==> src/rtl/alu_pkg.sv <==
// Shared ALU encodings and multiply-sequencer state constants.
// Used by alu_mul_sequencer (see ALU_MUL_EARLY_EXIT_EN there) and the surrounding datapath.
package alu_pkg;

  localparam logic [2:0] ALU_ADD = 3'b000;
  localparam logic [2:0] ALU_NOP = 3'b111;

  localparam logic [1:0] SRC_ZERO  = 2'b00;
  localparam logic [1:0] SRC_ACC   = 2'b01;
  localparam logic [1:0] SRC_TWO   = 2'b10;
  localparam logic [1:0] SRC_THREE = 2'b11;

  // One-hot so every status output is a single-bit decode of the next state
  typedef logic [3:0] state_t;

  localparam state_t ST_IDLE  = 4'b0001;
  localparam state_t ST_ADD   = 4'b0010;
  localparam state_t ST_SHIFT = 4'b0100;
  localparam state_t ST_DONE  = 4'b1000;

endpackage

==> src/rtl/alu_mul_sequencer.sv <==
// Shift-and-add 16x16 multiply sequencer (low 16 product bits) that borrows a shared external ALU.
// Optional macro ALU_MUL_EARLY_EXIT_EN: finish as soon as no multiplier bits remain.
module alu_mul_sequencer
  import alu_pkg::*;
(
  input  logic        CLK,
  input  logic        Reset_n,
  input  logic        Start,
  input  logic [15:0] OperandA,
  input  logic [15:0] OperandB,
  input  logic [15:0] ALUResult,
  output logic [1:0]  ALUSrcA,
  output logic [2:0]  ALUOp,
  output logic        AluReq,
  output logic [15:0] AccOut,
  output logic [15:0] McandOut,
  output logic        Busy,
  output logic        Done,
  output logic [15:0] Product
);

  state_t      state_r;
  state_t      state_next_s;
  logic        last_shift_s;
  logic [15:0] acc_r;
  logic [15:0] mcand_r;
  logic [15:0] mplier_r;
  logic [15:0] product_r;
  logic [3:0]  cnt_r;
  logic        busy_r;
  logic        done_r;
  logic        alu_req_r;
  logic [1:0]  src_a_r;
  logic [2:0]  alu_op_r;

  // Next-state selection; a zero multiplier with early exit falls through SHIFT straight to DONE
  always_comb begin
    state_next_s = ST_IDLE;
`ifdef ALU_MUL_EARLY_EXIT_EN
    last_shift_s = (cnt_r == 4'd15) || (mplier_r[15:1] == 15'd0);
`else
    last_shift_s = (cnt_r == 4'd15);
`endif
    case (state_r)
      ST_IDLE: begin
        if (Start) begin
          state_next_s = OperandB[0] ? ST_ADD : ST_SHIFT;
        end else begin
          state_next_s = ST_IDLE;
        end
      end
      ST_ADD:   state_next_s = ST_SHIFT;
      ST_SHIFT: begin
        if (last_shift_s) begin
          state_next_s = ST_DONE;
        end else if (mplier_r[1]) begin
          state_next_s = ST_ADD;
        end else begin
          state_next_s = ST_SHIFT;
        end
      end
      ST_DONE:  state_next_s = ST_IDLE;
      default:  state_next_s = ST_IDLE;
    endcase
  end

  // State, datapath registers and output flags registered from the next state
  always_ff @(posedge CLK) begin
    if (!Reset_n) begin
      state_r   <= ST_IDLE;
      acc_r     <= 16'd0;
      mcand_r   <= 16'd0;
      mplier_r  <= 16'd0;
      product_r <= 16'd0;
      cnt_r     <= 4'd0;
      busy_r    <= 1'b0;
      done_r    <= 1'b0;
      alu_req_r <= 1'b0;
      src_a_r   <= SRC_ZERO;
      alu_op_r  <= ALU_NOP;
    end else begin
      state_r <= state_next_s;
      case (state_r)
        ST_IDLE: begin
          if (Start) begin
            acc_r    <= 16'd0;
            mcand_r  <= OperandA;
            mplier_r <= OperandB;
            cnt_r    <= 4'd0;
          end
        end
        ST_ADD:   acc_r <= ALUResult;
        ST_SHIFT: begin
          mcand_r  <= {mcand_r[14:0], 1'b0};
          mplier_r <= {1'b0, mplier_r[15:1]};
          cnt_r    <= cnt_r + 4'd1;
        end
        ST_DONE:  product_r <= acc_r;
        default: begin
        end
      endcase
      busy_r    <= (state_next_s == ST_ADD) || (state_next_s == ST_SHIFT);
      done_r    <= (state_next_s == ST_DONE);
      alu_req_r <= (state_next_s == ST_ADD);
      src_a_r   <= (state_next_s == ST_ADD) ? SRC_ACC : SRC_ZERO;
      alu_op_r  <= (state_next_s == ST_ADD) ? ALU_ADD : ALU_NOP;
    end
  end

  assign ALUSrcA  = src_a_r;
  assign ALUOp    = alu_op_r;
  assign AluReq   = alu_req_r;
  assign AccOut   = acc_r;
  assign McandOut = mcand_r;
  assign Busy     = busy_r;
  assign Done     = done_r;
  assign Product  = product_r;

endmodule

==> config.mk <==
export PLATFORM = sky130hd
export DESIGN_NAME = alu_mul_sequencer
export DESIGN_NICKNAME = d
export VERILOG_FILES = /design/src/rtl/alu_pkg.sv /design/src/rtl/alu_mul_sequencer.sv
export SDC_FILE = /design/constraint.sdc
export NUM_CORES = 1
export LEC_CHECK = 0
export BUFFER_PORTS_ARGS = -buffer_cell sky130_fd_sc_hd__buf_2
export CORE_UTILIZATION = 40
export CTS_CLUSTER_DIAMETER = 120
export DETAILED_ROUTE_END_ITERATION = 8
export PLACE_DENSITY = 0.66
export SYNTH_ARGS = -nofsm -noshare
export SYNTH_HDL_FRONTEND = slang
export SYNTH_SLANG_ARGS = --single-unit
==> constraint.sdc <==
create_clock -name CLK -period 2.55 [get_ports CLK]
set_clock_uncertainty 0.15 [all_clocks]
set_input_delay 0.6375 -clock CLK [delete_from_list [all_inputs] [get_ports CLK]]
set_output_delay 0.6375 -clock CLK [all_outputs]
set_load 0.03 [all_outputs]
==> impl_metrics.json, run 1 <==
{
  "syn_area_sq_um": 3117,
  "setup_ws_ns": 0.4448,
  "ys_top_cells_by_area": "dfxtp_1 48%, a21oi_1 7.5%, o211ai_1 7.2%, nand2_1 6.3%, o221a_2 6.1%",
  "hold_start": "Product[14]",
  "avgRoutedWirePerCell_um": 14.57,
  "tightest_slew_ns": 0.7672,
  "first_iter_violations": 169,
  "cap_violations": 0,
  "drive_gt1_frac": 0.3651,
  "hold_class": "reg2reg",
  "hold_viol": 0,
  "dpl_worst_slack_ns": 0.4377,
  "antenna_found_initial": 0,
  "design_area_sq_um": 3909,
  "yosys_warnings": 0,
  "grt_overflow": 0,
  "r2r-start": "state_r[2]",
  "place_area_sq_um": 3675,
  "fin_nets": 477,
  "rsz0062_at_grt": "no",
  "die_w_um": 90.27,
  "setup_tns_ns": 0,
  "r2r-end": "cnt_r[2]",
  "nFillCells": 727,
  "post-dp-hpwl_mm": 5.307,
  "max_freq_ghz": 0.4750,
  "grt_max_degree": 23,
  "total_leakage_power_uw": 0.001561,
  "end_kind": "flip-flop",
  "via_per_inst": 5.393,
  "worstPathRequired_ns": 2.65,
  "initial_core_util": 0.4207,
  "arrival_ns": 2.21,
  "cts_buffers": 9,
  "cp-start-kind": "flip-flop",
  "syn_nets": 386,
  "netlist-cell-type-count": 36,
  "status": "complete, no violations",
  "synth_top_cell_area_share": 0.4817,
  "grt_pass1_wl_mm": 12.51,
  "cts_tree": "yes",
  "slew_viol_final": 0,
  "clockBufferDepth": 2,
  "ff2ff_path_depth": 4,
  "ys_seq_elements": 75,
  "coreArea_sq_um": 7408,
  "final_util": 0.5276,
  "fin_crit_ns": 2.105,
  "ctsHoldBuffers": 0,
  "fin_crit_sh": 0.8256,
  "drc": 0,
  "crit_type": "reg2reg",
  "grtUsageTotal": 0.1872,
  "ant_nets": 0,
  "clock_sinks": 75,
  "cp_max_fo": 20,
  "syn_area_per_cell_sq_um": 9.332,
  "wl_mm": 7.705,
  "worstHoldPathCells": 2,
  "multiInputGateArea_sq_um": 1423,
  "io_buffer_count": 105,
  "clock_latency_ns": 0.34,
  "finalSetupViolCount": 0,
  "path_clk_slew_ns": 0.08,
  "drt-pass1-iter-count": 4,
  "htree_levels": 3,
  "post_cts_buffers": 0,
  "grt_pass1_vias": 2626,
  "max_stage_delay_ns": 0.66,
  "areaGrowthSynthToFinish_pct": 25.41,
  "die_y_um": 90.27,
  "clock-root-buffer": "clkbuf_8",
  "min_to": "Product[14]",
  "vias": 2853,
  "diodes": 0,
  "synth_cells": 334,
  "final-seq-area_sq_um": 1501,
  "crit_chain": "or4b_4, buf_4, o21a_1, a211oi_1",
  "fp-row-count": 31,
  "routabilityCongestion": 0.7598,
  "hold_slack_ns": 0.3028,
  "cts_resized": 0,
  "yosysTopAreaCell": "dfxtp_1",
  "worst-r2r-setup-slack_ns": 0.44,
  "synth-seq-area-share": 0.4817,
  "ir_drop_uv": 324.3,
  "max_slew_margin": 0.4885,
  "powerDensity_nw_per_um2": 685.5,
  "crit_slowest_cell": "or4b_4",
  "num_io_pins": 107,
  "die-area_sq_um": 8149
}
metrics by stage:
stage	cells	total power, uW
final	529	2679
after global routing	529	2781
after CTS	529	2700
after detailed placement	513	1638
after global placement	513	1635
after floorplan	334	1527
cells in the mapped netlist:
library cell	count
conb_1	1
nor2_1	1
buf_4	5
nand2_1	52
o22a_1	1
o22ai_1	1
buf_6	3
clkbuf_1	25
nand3b_1	2
o21a_1	18
or2_2	1
nor2b_1	1
nor4b_2	3
a311oi_1	1
a221oi_2	1
or4b_2	2
nand3_1	6
ha_1	1
xnor2_1	1
buf_1	1
a32oi_1	12
o21ai_2	1
and3b_1	1
clkinv_1	1
dfxtp_1	75
o211ai_1	30
o221a_2	17
nor3_1	2
or3_1	3
a21oi_1	47
buf_2	4
o21ai_0	4
a211o_1	1
nand2b_1	3
or4b_4	1
a211oi_1	5
where the power goes:
part,switching (uW),internal [uW]
logic,210,134
clock network,414,654
registers,43.0,1230
total,667,2010
flip-flops by register name, summed over array words and instances (netlist names):
name      flops
Done          1
AluReq        1
mplier_r     15
ALUOp         1
McandOut     16
Product      16
state_r       4
AccOut       16
Busy          1
cnt_r         4
critical path, delay by kind of cell (launching register included):
kind	cells	cell delay (ns)
buf+inv	1	0.27
compound gates	2	0.42
simple gates	1	0.66
flops	1	0.53
per-layer routing:
metal	GRT usage	part of all wire	up-vias
met1	0.2403	0.46	1351
met5	0	0	-
met2	0.3117	0.48	73
met4	0.07258	0.0097	0
met3	0.03451	0.050	6
li1	-	-	1423
cell usage in the layout (no fill, tap or decap), types with 4 or more instances in the layout:
cell	count
a211oi_1	5
a21oi_1	47
a32oi_1	12
buf_2	105
buf_4	13
clkbuf_8	9
dfxtp_1	75
nand2_1	52
nand3_1	6
o211ai_1	30
o21a_1	18
o21ai_0	4
o221a_2	17
how the worst max path moves through the flow:
stage	start	end	slack, ns
finish	state_r[2]	cnt_r[2]	0.44
global route	state_r[2]	McandOut[13]	0.33
CTS	state_r[2]	McandOut[6]	0.44
detailed placement	Start	McandOut[14]	0.44
global placement	Start	McandOut[3]	0.47
floorplan	Start	McandOut[10]	0.60
cell type report:
cell class / count / area share
clock buffers: 12 / 0.03457
clock inverters: 4 / 0.02529
inverters: 1 / 0.0009603
multi-input cells: 220 / 0.3640
flip-flops and latches: 75 / 0.3841
well taps: 99 / 0.03169
repair buffers: 118 / 0.1594
cell families after synthesis:
group / share of synthesized area
other: 0.001203
AO/OA/AOI/OAI: 0.3228
buffers and inverters: 0.06182
AND/OR/NAND/NOR: 0.1257
flip-flops: 0.4817
adder cells (fa/ha/maj): 0.004014
XOR/XNOR: 0.002811
No activity file was read; power rests on OpenSTA's default activity.
==> inputs of run 2 (changes only) <==
clock period = 2 ns   (was 2.55 ns; I/O delays follow)
==> run 2 against run 1 <==
  * Critical path depth down 1
  * Worst setup slack worse by 0.35 ns
  * Highest routed layer unchanged
  * Critical endpoint is now cnt_r[3]
  * Combinational power up 32%
  * Die area unchanged
==> impl_metrics.json, run 2 (same netlist as run 1, synthesis figures left out) <==
{
  "htree_levels": 3,
  "total_leakage_power_uw": 0.001568,
  "die_y_um": 90.27,
  "mostFrequentLayoutCell": "buf_2",
  "r2r-end": "cnt_r[3]",
  "hold_class": "in2reg",
  "diodes": 0,
  "status": "complete, no violations",
  "cp_max_fo": 11,
  "cts_tree": "yes",
  "slew_viol_final": 0,
  "via_per_inst": 5.410,
  "clockBufferDepth": 2,
  "clock-root-buffer": "clkbuf_8",
  "crit_slowest_cell": "or4b_4",
  "powerDensity_nw_per_um2": 830.1,
  "setup_tns_ns": 0,
  "fin_nets": 481,
  "hold_viol": 0,
  "hold_start": "ALUResult[4]",
  "ctsHoldBuffers": 0,
  "final_cell_mix": "105 x buf_2, 74 x dfxtp_1, 52 x nand2_1, 47 x a21oi_1, 30 x o211ai_1",
  "rsz0062_at_grt": "no",
  "max_stage_delay_ns": 0.62,
  "fin_crit_sh": 0.9534,
  "cts_buffers": 9,
  "worst-r2r-setup-slack_ns": 0.09,
  "path_clk_slew_ns": 0.08,
  "routed-wl-met3_um": 349,
  "initial_core_util": 0.4207,
  "final_util": 0.5307,
  "r2r-start": "state_r[1]",
  "ff2ff_path_depth": 3,
  "clock_latency_ns": 0.35,
  "power_uw": 3263,
  "wl_mm": 7.957,
  "ant_nets": 0,
  "nFillCells": 705,
  "cap_violations": 0,
  "met1_length_mm": 3.640,
  "clock_sinks": 75,
  "maxUsedRoutingLayer": "met4",
  "post-dp-hpwl_mm": 5.399,
  "end_kind": "flip-flop",
  "fp-row-count": 31,
  "grtUsageTotal": 0.2003,
  "finalSetupViolCount": 0,
  "die-area_sq_um": 8149,
  "max_slew_margin": 0.6415,
  "fin_crit_ns": 1.907,
  "cp_top_family": "simple AND/OR/NAND/NOR gates",
  "grt_overflow": 0,
  "crit_chain": "or4b_4, or3_1, a221oi_2",
  "cp-start-kind": "flip-flop",
  "antenna_found_initial": 0,
  "avgRoutedWirePerCell_um": 14.96,
  "max_freq_ghz": 0.5244,
  "coreArea_sq_um": 7408,
  "drt-pass1-iter-count": 4,
  "drive_gt1_frac": 0.3788,
  "ir_drop_uv": 395.6,
  "path_buf_inv": 0,
  "grt_max_degree": 35,
  "tightest_slew_ns": 0.5358,
  "worstPathRequired_ns": 2.12,
  "die_w_um": 90.27,
  "hold_slack_ns": 0.2329,
  "io_buffer_count": 105,
  "arrival_ns": 2.02,
  "areaGrowthSynthToFinish_pct": 26.13,
  "vias": 2878,
  "grt_pass1_wl_mm": 13.12,
  "drc": 0,
  "routabilityCongestion": 0.7783,
  "dr_wl_met2_mm": 3.807,
  "worstHoldPathCells": 3,
  "first_iter_violations": 143,
  "grt_pass1_vias": 2741,
  "num_io_pins": 107,
  "min_to": "AccOut[4]",
  "crit_type": "reg2reg"
}
run 2: power by group:
part / switching (uW) / internal [uW]
logic: 275 / 179
registers: 52.5 / 1560
clock network: 559 / 635
run 2: worst max-delay path by stage:
stage | start | end | slack (ns) | cells past startpoint
after global routing | state_r[1] | cnt_r[3] | 0.002 | 3
after CTS | state_r[0] | McandOut[11] | 0.04 | 3
after global placement | Start | McandOut[8] | 0.06 | 4
final | state_r[1] | cnt_r[3] | 0.09 | 3
after floorplan | state_r[1] | cnt_r[3] | 0.12 | 5
after detailed placement | Start | McandOut[11] | 0.007 | 4
run 2: layer usage:
metal,GRT usage,vias up
li1,-,1434
met1,0.2508,1361
met2,0.3308,71
met3,0.03788,12
met4,0.09812,0
met5,0,-
run 2: worst reg2reg max path, stage by stage, from the launching register on:
cell and delay (ns):
dfxtp_1 0.42, or4b_4 0.63, or3_1 0.39, a221oi_2 0.24
run 2: cell type report:
type / count / area, sq um / share of cell area
sequential: 75 / 1503 / 0.3822
multi-input combinational: 220 / 1434 / 0.3647
timing repair buffer: 122 / 665.6 / 0.1693
clock buffer: 11 / 151.4 / 0.03851
tap: 99 / 123.9 / 0.03151
clock inverter: 4 / 50.05 / 0.01273
inverter: 1 / 3.754 / 0.0009548
run 2: repair_timing:
| item | 4_1_cts | 5_1_grt |
|---|---|---|
| setup endpoints to repair | 0 | 28 |
| gates resized for setup | 0 | 3 |
| setup buffers | 0 | 0 |
run 2: per-stage QoR:
step	setup WS [ns]	std cells	instance area, sq um
after floorplan	0.1153	334	3117
after global placement	0.06237	517	3717
after detailed placement	0.007197	517	3717
after CTS	0.04320	532	3919
after global routing	0.001741	532	3931
final	0.09316	532	3931
==> inputs of run 3 (changes only) <==
CORE_UTILIZATION = 45   (was 40)
PLACE_DENSITY = 0.73   (was 0.66)
==> run 3 against run 2 <==
  * Register-to-register slack is essentially flat
  * Via count shrank 0.45%
  * Global-route usage up 2.3 points
  * Fmax is 0.57% higher
  * Combinational power barely moved
  * Critical path type unchanged
==> impl_metrics.json, run 3 (same netlist as run 1, synthesis figures left out) <==
{
  "total_leakage_power_uw": 0.001610,
  "initial_core_util": 0.4772,
  "areaGrowthSynthToFinish_pct": 27.82,
  "wl_mm": 7.898,
  "hold_class": "in2reg",
  "power_uw": 3621,
  "vias": 2865,
  "grt_overflow": 0,
  "clock_sinks": 75,
  "avgRoutedWirePerCell_um": 15.43,
  "io_buffer_count": 105,
  "cp_max_fo": 17,
  "post_cts_buffers": 0,
  "powerDensity_nw_per_um2": 909.0,
  "ant_nets": 0,
  "tightest_slew_ns": 0.5340,
  "slew_viol_final": 0,
  "num_io_pins": 107,
  "clock-root-buffer": "clkbuf_8",
  "setup_tns_ns": 0,
  "crit_slowest_cell": "or4b_2",
  "nFillCells": 584,
  "crit_chain": "or4b_2, o211ai_1, a21oi_1",
  "worstPathRequired_ns": 2.08,
  "cp-start-kind": "flip-flop",
  "cts_buffers": 9,
  "fp-row-count": 29,
  "drive_gt1_frac": 0.3816,
  "diodes": 0,
  "routabilityCongestion": 0.7705,
  "die_y_um": 85.23,
  "grt_pass1_wl_mm": 12.61,
  "max_stage_delay_ns": 0.87,
  "post-dp-hpwl_mm": 5.369,
  "final_util": 0.6100,
  "maxUsedRoutingLayer": "met4",
  "end_kind": "flip-flop",
  "crit_type": "reg2reg",
  "routed-wl-met3_um": 399,
  "mostFrequentLayoutCell": "buf_2",
  "clockBufferDepth": 2,
  "final_cell_mix": "105 x buf_2, 74 x dfxtp_1, 51 x nand2_1, 47 x a21oi_1, 30 x o211ai_1",
  "die-area_sq_um": 7263,
  "max_slew_margin": 0.6427,
  "drc": 0,
  "cts_tree": "yes",
  "drt-pass1-iter-count": 4,
  "grt_max_degree": 33,
  "rsz0062_at_grt": "no",
  "arrival_ns": 1.97,
  "die_w_um": 85.23,
  "met1_length_mm": 3.552,
  "fin_crit_sh": 0.9481,
  "path_buf_inv": 0,
  "fin_nets": 482,
  "hold_viol": 0,
  "cap_violations": 0,
  "grtUsageTotal": 0.2237,
  "status": "complete, no violations",
  "dr_wl_met2_mm": 3.863,
  "first_iter_violations": 122,
  "ir_drop_uv": 511.9,
  "cp_top_family": "simple AND/OR/NAND/NOR gates",
  "max_freq_ghz": 0.5274,
  "via_per_inst": 5.596,
  "coreArea_sq_um": 6531,
  "path_clk_slew_ns": 0.08,
  "htree_levels": 3,
  "fin_crit_ns": 1.896,
  "finalSetupViolCount": 0,
  "clock_latency_ns": 0.35,
  "antenna_found_initial": 0,
  "grt_pass1_vias": 2616
}
==> run 3: changes by cell type in the layout (fill, tap and decap cells not counted) <==
cell	delta
clkbuf_1	+1
bufinv_16	+3
or4b_2	+1
nand2_2	+1
clkinvlp_4	-2
clkinv_2	-1
nand2_1	-1
buf_4	+1
or4b_4	-1
==> run 3: worst register-to-register path, cell delays in order, from the launching register on <==
cell	delay, ns
dfxtp_1	0.48
or4b_2	0.87
o211ai_1	0.20
a21oi_1	0.09
==> run 3: area by class of cell <==
type,instances,area (sq um),area share
Clock inverter,4,120.1,0.03015
Timing Repair Buffer,123,673.1,0.1690
Clock buffer,12,155.1,0.03894
Multi-Input combinational cell,220,1433,0.3596
Tap cell,77,96.34,0.02418
Inverter,1,3.754,0.0009422
Sequential cell,75,1503,0.3772
==> run 3: timing repair <==
| action | CTS | global route |
|---|---|---|
| setup endpoints to repair | 0 | 20 |
| hold buffers | 0 | 0 |
| gates resized for setup | 0 | 3 |
==> run 3: worst paths after layout <==
| kind | start | end | slack, ns | cells after the start |
|---|---|---|---|---|
| hold / removal | ALUResult[15] | AccOut[15] | 0.23 | 3 |
| setup / recovery | state_r[1] | AccOut[13] | 0.10 | 3 |
| setup reg to reg | state_r[1] | AccOut[13] | 0.10 | 3 |
| hold reg to reg | Product[1] | Product[1] | 0.30 | 2 |
==> run 3: metrics by stage <==
stage	cells	setup WS (ns)	hold WS, ns	cell area [sq um]
2_1_floorplan	334	0.1153	0.3124	3117
5_1_grt	512	0.01197	0.2212	3984
6_report	512	0.1039	0.2350	3984
3_5_place_dp	496	0.01344	0.2960	3697
3_3_place_gp	496	0.08038	0.2903	3697
4_1_cts	512	0.03397	0.2137	3973
==> run 3: power by group <==
part | internal (uW) | switching, uW
clock network | 1020 | 527
logic | 179 | 275
registers | 1560 | 53.1
total | 2770 | 856
==> run 3: metal layers <==
layer  track usage  vias to the layer above
li1              -                     1437
met1        0.2918                     1332
met2        0.3570                       90
met3       0.06518                        6
met4       0.07242                        0
met5             0                        -
